`config.mk`:
```
export PLATFORM = sky130hd
export DESIGN_NAME = truth_table_sweeper
export DESIGN_NICKNAME = d
export VERILOG_FILES = /design/src/rtl/truth_table_sweeper.sv
export SDC_FILE = /design/constraint.sdc
export NUM_CORES = 1
export LEC_CHECK = 0
export CAP_MARGIN = 20
export CORE_MARGIN = 3
export CORE_UTILIZATION = 48
export DETAILED_ROUTE_END_ITERATION = 8
export PLACE_DENSITY = 0.77
export SYNTH_ARGS = -nofsm -noshare
export SYNTH_HDL_FRONTEND = slang
export SYNTH_SLANG_ARGS = --single-unit
```
`constraint.sdc`:
```
create_clock -name clk -period 2.3 [get_ports clk]
set_input_delay 0.46 -clock clk [delete_from_list [all_inputs] [get_ports clk]]
set_output_delay 0.46 -clock clk [all_outputs]
set_load 0.01 [all_outputs]
```
`src/rtl/truth_table_sweeper.sv`:
```
// truth_table_sweeper: sweeps all input rows of a 1-output gate network and checks the measured truth table.
module truth_table_sweeper #(
    parameter int N_IN = 4,
    parameter logic [(1<<N_IN)-1:0] TRUTH_TABLE = 16'h0239,
    parameter int SETTLE_CYCLES = 4
) (
    input  logic                   clk,
    input  logic                   rst,
    input  logic                   start,
    input  logic                   abort,
    output logic [N_IN-1:0]        stim_o,
    input  logic                   dut_out_i,
    output logic                   busy,
    output logic                   done,
    output logic                   pass,
    output logic [N_IN:0]          mismatch_count,
    output logic                   fail_valid,
    output logic [N_IN-1:0]        first_fail_idx,
    output logic [(1<<N_IN)-1:0]   captured_tt
);
    localparam int CW = $clog2(SETTLE_CYCLES + 1);
    typedef enum logic [2:0] {IDLE, APPLY, SETTLE, SAMPLE, DONE} state_t;
    state_t state;
    logic [N_IN-1:0] idx;
    logic [CW-1:0] cnt;
    logic sync1, sync2;
    logic mm;
    logic [N_IN:0] next_count;
    // Row r lives at bit 2^N_IN-1-r, which is simply ~r over N_IN bits.
    assign mm = sync2 != TRUTH_TABLE[~idx];
    assign next_count = mismatch_count + (N_IN+1)'(mm);
    always_ff @(posedge clk or posedge rst) begin
        if (rst) begin
            state <= IDLE;
            idx <= '0;
            cnt <= '0;
            sync1 <= 1'b0;
            sync2 <= 1'b0;
            stim_o <= '0;
            busy <= 1'b0;
            done <= 1'b0;
            pass <= 1'b0;
            mismatch_count <= '0;
            fail_valid <= 1'b0;
            first_fail_idx <= '0;
            captured_tt <= '0;
        end else begin
            sync1 <= dut_out_i;
            sync2 <= sync1;
            done <= 1'b0;
            if (busy && abort) begin
                state <= IDLE;
                busy <= 1'b0;
                pass <= 1'b0;
            end else begin
                case (state)
                    IDLE: if (start) begin
                        state <= APPLY;
                        busy <= 1'b1;
                        idx <= '0;
                        pass <= 1'b0;
                        mismatch_count <= '0;
                        fail_valid <= 1'b0;
                        first_fail_idx <= '0;
                        captured_tt <= '0;
                    end
                    APPLY: begin
                        stim_o <= idx;
                        cnt <= CW'(SETTLE_CYCLES - 1);
                        state <= SETTLE;
                    end
                    SETTLE: begin
                        if (cnt == '0) state <= SAMPLE;
                        else cnt <= cnt - 1'b1;
                    end
                    SAMPLE: begin
                        captured_tt[~idx] <= sync2;
                        mismatch_count <= next_count;
                        if (mm && !fail_valid) begin
                            fail_valid <= 1'b1;
                            first_fail_idx <= idx;
                        end
                        if (&idx) begin
                            state <= DONE;
                            busy <= 1'b0;
                            done <= 1'b1;
                            pass <= next_count == '0;
                        end else begin
                            idx <= idx + 1'b1;
                            state <= APPLY;
                        end
                    end
                    default: state <= IDLE;
                endcase
            end
        end
    end
endmodule
```
## After elaboration in Yosys (flattened, before gate mapping)

Memory sizes are Yosys's and may differ from the RTL's.
Index checks and enable logic that the tools add are counted.

- Add/sub/neg operators: 3
- Magnitude comparators: 2
- Reductions and logical operators: 18
- Bitwise logic cells: 2
- Multipliers: 0
- Muxes and demuxes: 33
- Divide/modulo/power cells: 0
- Equality and inequality tests: 11
- Shift-type cells: 0

Operators with widths:

| cell | number |
|---|---|
| $pmux W16 S2 | 1 |
| $bwmux W16 | 1 |
| $mux W16 | 1 |
| $pmux W4 S2 | 2 |
| $mux W3 | 5 |
| $mux W1 | 12 |
| $mux W4 | 3 |
| $pmux W3 S4 | 1 |
| $reduce_and A4 Y1 | 3 |
| $pmux W5 S2 | 1 |
| $ne A3 B3 Y1 const B | 3 |
| $reduce_and A3 Y1 | 3 |
| $ne A2 B2 Y1 const B | 4 |
| $eq A3 B2 Y1 const B | 2 |
| $logic_not A3 Y1 | 2 |
| $pmux W1 S2 | 3 |
| $pmux W3 S2 | 1 |
| $add A5 B1 Y5 | 1 |
| $logic_not A5 Y1 | 1 |
| $lt A4 B5 Y1 const B | 1 |
| $mux W5 | 1 |
| $add A4 B1 Y4 const B | 1 |
| $demux W1 S4 | 1 |
| $ge A4 B1 Y1 const B | 1 |
| other kinds (10) | 14 |

- Input port bits: 5
- Memories kept: 1
- Register bits: 45
- Latch bits: 0
- Word-level logic and storage cells: 83
- Memory bits (writable): 0
- Memory bits (read-only): 16
- Output and inout bits: 33

Memory list:

| name | words | width | read ports | clocked after memory_dff | wr ports | RTL line | source |
|---|---|---|---|---|---|---|---|
| (no name shown) | 16 | 1 | 1 | 0 | 0 | 30 | `assign mm = sync2 != TRUTH_TABLE[~idx];` |

## Longest topological paths before layout

- Depth after elaboration: 9
- Mapped depth: 11
- Depth with buffers taken out: 11

## Worst setup path after synthesis

OpenSTA, ideal clock, no wires.

- Kind: register to register
- Start point: register idx[0]
- End point: register pass
- Path buffers: 0
- Data arrival time: 2218 ps
- Data required time: 2205 ps
- Path slack: -13 ps
- Period minus slack after synthesis: 2313 ps
- Cell stages (with the launch flop): 12
- Setup time: 95 ps
- Path through: dfrtp_1 inv_1 ha_1 nand2b_1 a21oi_1 o211a_1 ha_1 ha_1 nand3_1 xor2_1 o2111ai_1 o31ai_1

- Longest elaborated chain between the ends: 9
- Elaborated cells on any way between the ends: 12
- Those cells by class: add/sub (1); eq/ne (2); mux (4); bitwise (1); reduce/logical (3); memory (1)

Ends and longest elaborated chain:

| item | RTL line | source |
|---|---|---|
| from (decl) | 24 | `logic [N_IN-1:0] idx;` |
| from (signal assigned) | 89 | `idx <= idx + 1'b1;` |
| $not A4 Y4 | 30 |  |
| $mem_v2 Z16 W1 | -- |  |
| $mux W1 (not written as such) | 30 |  |
| $ne A1 B1 Y1 | 30 |  |
| $add A5 B1 Y5 | 31 | `assign next_count = mismatch_count + (N_IN+1)'(mm);` |
| $logic_not A5 Y1 | 87 | `pass <= next_count == '0;` |
| $mux W1 | 83 | `if (&idx) begin` |
| $pmux W1 S2 | 56 | `case (state)` |
| $mux W1 | 51 | `if (busy && abort) begin` |
| to (signal assigned) | 54 | `pass <= 1'b0;` |
| to (signal assigned) | 61 | `pass <= 1'b0;` |
| to (signal assigned) | 87 |  |
| to (decl) | 15 | `output logic pass,` |

Parallel ways exist; a longest one is shown, timed or not. The select of a mux whose other input is x is not followed.
A chain may end at the register's enable or synchronous reset.

## Worst setup path after layout

- Start point: register idx[1]
- End point: register pass

Same word-level chain as after synthesis.

==> impl_metrics.json <==
{
  "drive_gt1_share_pct": 18.6,
  "initial_utilization_pct": 51.0,
  "seq_area_frac_synth_pct": 49.7,
  "placedInstanceArea_sq_um": 2790,
  "max-vdd-ir-drop_uv": 469,
  "clock-sinks": 45,
  "fp.dieW_um": 74.7,
  "pwr-share-clk_pct": 18.5,
  "synth-async-reset-ratio_pct": 100,
  "drtIter0Drc": 170,
  "synth_top_area_share_pct": 49.7,
  "setup_viol": 0,
  "netlist_instances": 232,
  "p_comb_share_pct": 45.3,
  "crit_type": "flip-flop to flip-flop",
  "use_met3_pct": 5.21,
  "switching_share_pct": 38.6,
  "cts_tree": "done",
  "min_path_type": "flip-flop to flip-flop",
  "start_kind": "flip-flop",
  "synth_fp_nets": 245,
  "syn-cell-area_sq_um": 2270,
  "dp_hpwl_mm": 4.00,
  "mostFrequentLayoutCell": "dfrtp_1",
  "period_share_pct": 99.1,
  "antenna_found_initial": 0,
  "stdcell_area_sq_um": 3050,
  "p_leak_nw": 1.32,
  "fillers": 338,
  "yosys_register_bits": 45,
  "cts-root-buf": "clkbuf_8",
  "firstDrtPassIters": 5,
  "route.detailed.drc": 0,
  "worst_slew_pin_slew_ns": 0.595,
  "cp_max_fo": 3,
  "hold_buffers": 0,
  "seqPwrFrac_pct": 36.2,
  "core_sq_um": 4440,
  "cpMostUsedCell": "ha_4",
  "yosysUniqueCellTypes": 46,
  "routed_via_density": 6.11,
  "power.internal_mw": 1.80,
  "setup_tns_ns": 0,
  "end_kind": "flip-flop",
  "path_buf_inv": 1,
  "nets": 303,
  "dr_total_vias": 2096,
  "crit_path_top_delay_cell": "dfrtp_1",
  "grt.met2_usage_pct": 34.0,
  "area.growth.synth_to_final_pct": 34.5,
  "met1_usage_pct": 31.5,
  "grt_pass1_wl_mm": 9.53,
  "std_cell_rows": 24,
  "final_antenna_net_count": 0,
  "maxCapViolCount": 0,
  "clk_pin_slew_worst_paths_ns": 0.08,
  "fin_skew_ns": 0.00615,
  "critPathArrivalTime_ns": 2.49,
  "h-tree-depth": 2,
  "grt_pass1_vias": 1911,
  "crit_family": "compound AO/OA/AOI/OAI gates",
  "wirelength_mm": 6.17,
  "busiest_layer": "met2",
  "yosys.area.top_type": "dfrtp_1",
  "grt_max_degree": 46,
  "power_density_nw_per_um2": 961,
  "overflow": 0,
  "die_y_um": 74.7,
  "numCtsBuffers": 5,
  "max_stage_delay_ns": 0.41,
  "path_cells": "inv_2 -> ha_4 -> nand2b_4 -> a21oi_2 -> o211a_1 -> ha_4 -> ha_4 -> nand3_2 -> xor2_2 -> o2111ai_2 -> o31ai_1",
  "io_buffer_count": 37,
  "cts_buffer_depth": 2,
  "synth_flop_cell": "dfrtp_1",
  "diodes": 0,
  "status": "complete, no violations",
  "wl_per_cell_um": 18.0,
  "fmax_mhz": 439,
  "worstSkewPairLatency_ns": 0.30,
  "num_io_pins": 38,
  "avgSynthCellArea_sq_um": 9.77,
  "drv_slew": 0,
  "mostFrequentLayoutCells": "dfrtp_1, clkdlybuf4s50_1, o21ai_1, buf_4, a21oi_1",
  "place_congestion": 0.922,
  "ys_warn_count": 0,
  "synth_edf_count": 0,
  "relSlewSlack_pct": 60.3,
  "required_ns": 2.51,
  "switchingPower_mw": 1.13,
  "hold_viol_final": 0,
  "r2r_setup_slack_ns": 0.02,
  "gr-usage-all-layers_pct": 22.4,
  "synth_area_leaders": "dfrtp_1, o21ai_1, ha_1",
  "design.die.area_sq_um": 5580,
  "period_needed_ns": 2.28
}
## cell type report
type	count	area, sq um	area share [%]
clock buffers	7	96.3	3.16
repair buffers	62	574	18.8
clock inverters	1	5.00	0.164
well taps	52	65.1	2.13
inverters	11	41.3	1.35
flip-flops and latches	45	1130	37.0
multi-input cells	165	1140	37.4
## Yosys cell counts (2+ instances only)
cell,number
nand2b_1,3
buf_4,2
o21ai_1,35
ha_1,8
a21oi_1,18
nor2b_1,3
clkbuf_1,2
mux2i_1,2
dfrtp_1,45
nand3_1,11
o32ai_1,4
inv_1,11
nor2_1,11
o2111ai_1,3
o31ai_1,2
nor3_1,2
o211a_1,2
nand2_1,15
a2bb2oi_1,2
o21ai_0,11
xnor2_1,2
a31oi_1,3
buf_2,5
a21o_1,3
o21a_1,2
a22o_1,5
## cell families after synthesis
| family | synth area share, % |
|---|---|
| multiplexers | 0.883 |
| AND/OR/NAND/NOR | 12.0 |
| XOR/XNOR | 1.16 |
| flip-flops | 49.7 |
| AO/OA/AOI/OAI | 27.3 |
| buffers and inverters | 4.64 |
| adder cells (fa/ha/maj) | 4.42 |
## final timing paths
kind | end | depth (start not counted) | from
setup / recovery | pass$_DFFE_PP0P_ | 11 | idx[1]$_DFFE_PP0P_
hold reg to reg | sync2$_DFF_PP0_ | 0 | sync1$_DFF_PP0_
hold / removal | sync2$_DFF_PP0_ | 0 | sync1$_DFF_PP0_
max in group asynchronous | idx[3]$_DFFE_PP0P_ | 3 | rst
setup reg to reg | pass$_DFFE_PP0P_ | 11 | idx[1]$_DFFE_PP0P_
min in group asynchronous | stim_o[3]$_DFFE_PP0P_ | 3 | rst
## metrics by stage
| stage | std cells | hold slack, ns | utilization (%) | setup slack (ns) | power [mW] |
|---|---|---|---|---|---|
| after floorplan | 232 | 0.331 | - | 0.00218 | 1.82 |
| after global placement | 328 | 0.336 | 62.8 | 0.0691 | 2.20 |
| after detailed placement | 328 | 0.340 | 62.8 | -0.0210 | 2.24 |
| after CTS | 338 | 0.359 | 67.0 | 0.0107 | 2.86 |
| after global routing | 343 | 0.362 | 68.6 | -0.0974 | 3.10 |
| final | 343 | 0.354 | 68.6 | 0.0218 | 2.93 |
## repair_timing
| action | in CTS | in global routing |
|---|---|---|
| endpoints found under the setup margin | 1 | 1 |
| setup buffers | 2 | 5 |
| pin swaps | 5 | 8 |
| endpoints found under the hold margin | 0 | 0 |
| resized for setup | 13 | 7 |
## routing by layer
metal	wire length, um	vias to the layer above
met4	99	0
li1	-	970
met5	0	-
met2	2990	114
met3	410	16
met1	2670	996
## power by group through the flow
stage | registers (mW) | logic, mW | clock network (mW)
floorplan | 1.06 | 0.753 | 0
global placement | 1.06 | 1.14 | 0
detailed placement | 1.06 | 1.18 | 0
CTS | 1.06 | 1.25 | 0.545
global route | 1.08 | 1.44 | 0.584
finish | 1.06 | 1.33 | 0.542
## sequential cells by signal, summed over array words and instances (netlist names)
name            flops
captured_tt        16
mismatch_count      5
first_fail_idx      4
idx                 4
stim_o              4
cnt                 3
state               3
busy                1
done                1
fail_valid          1
pass                1
sync1               1
sync2               1
Power figures use the tool's default switching activity.
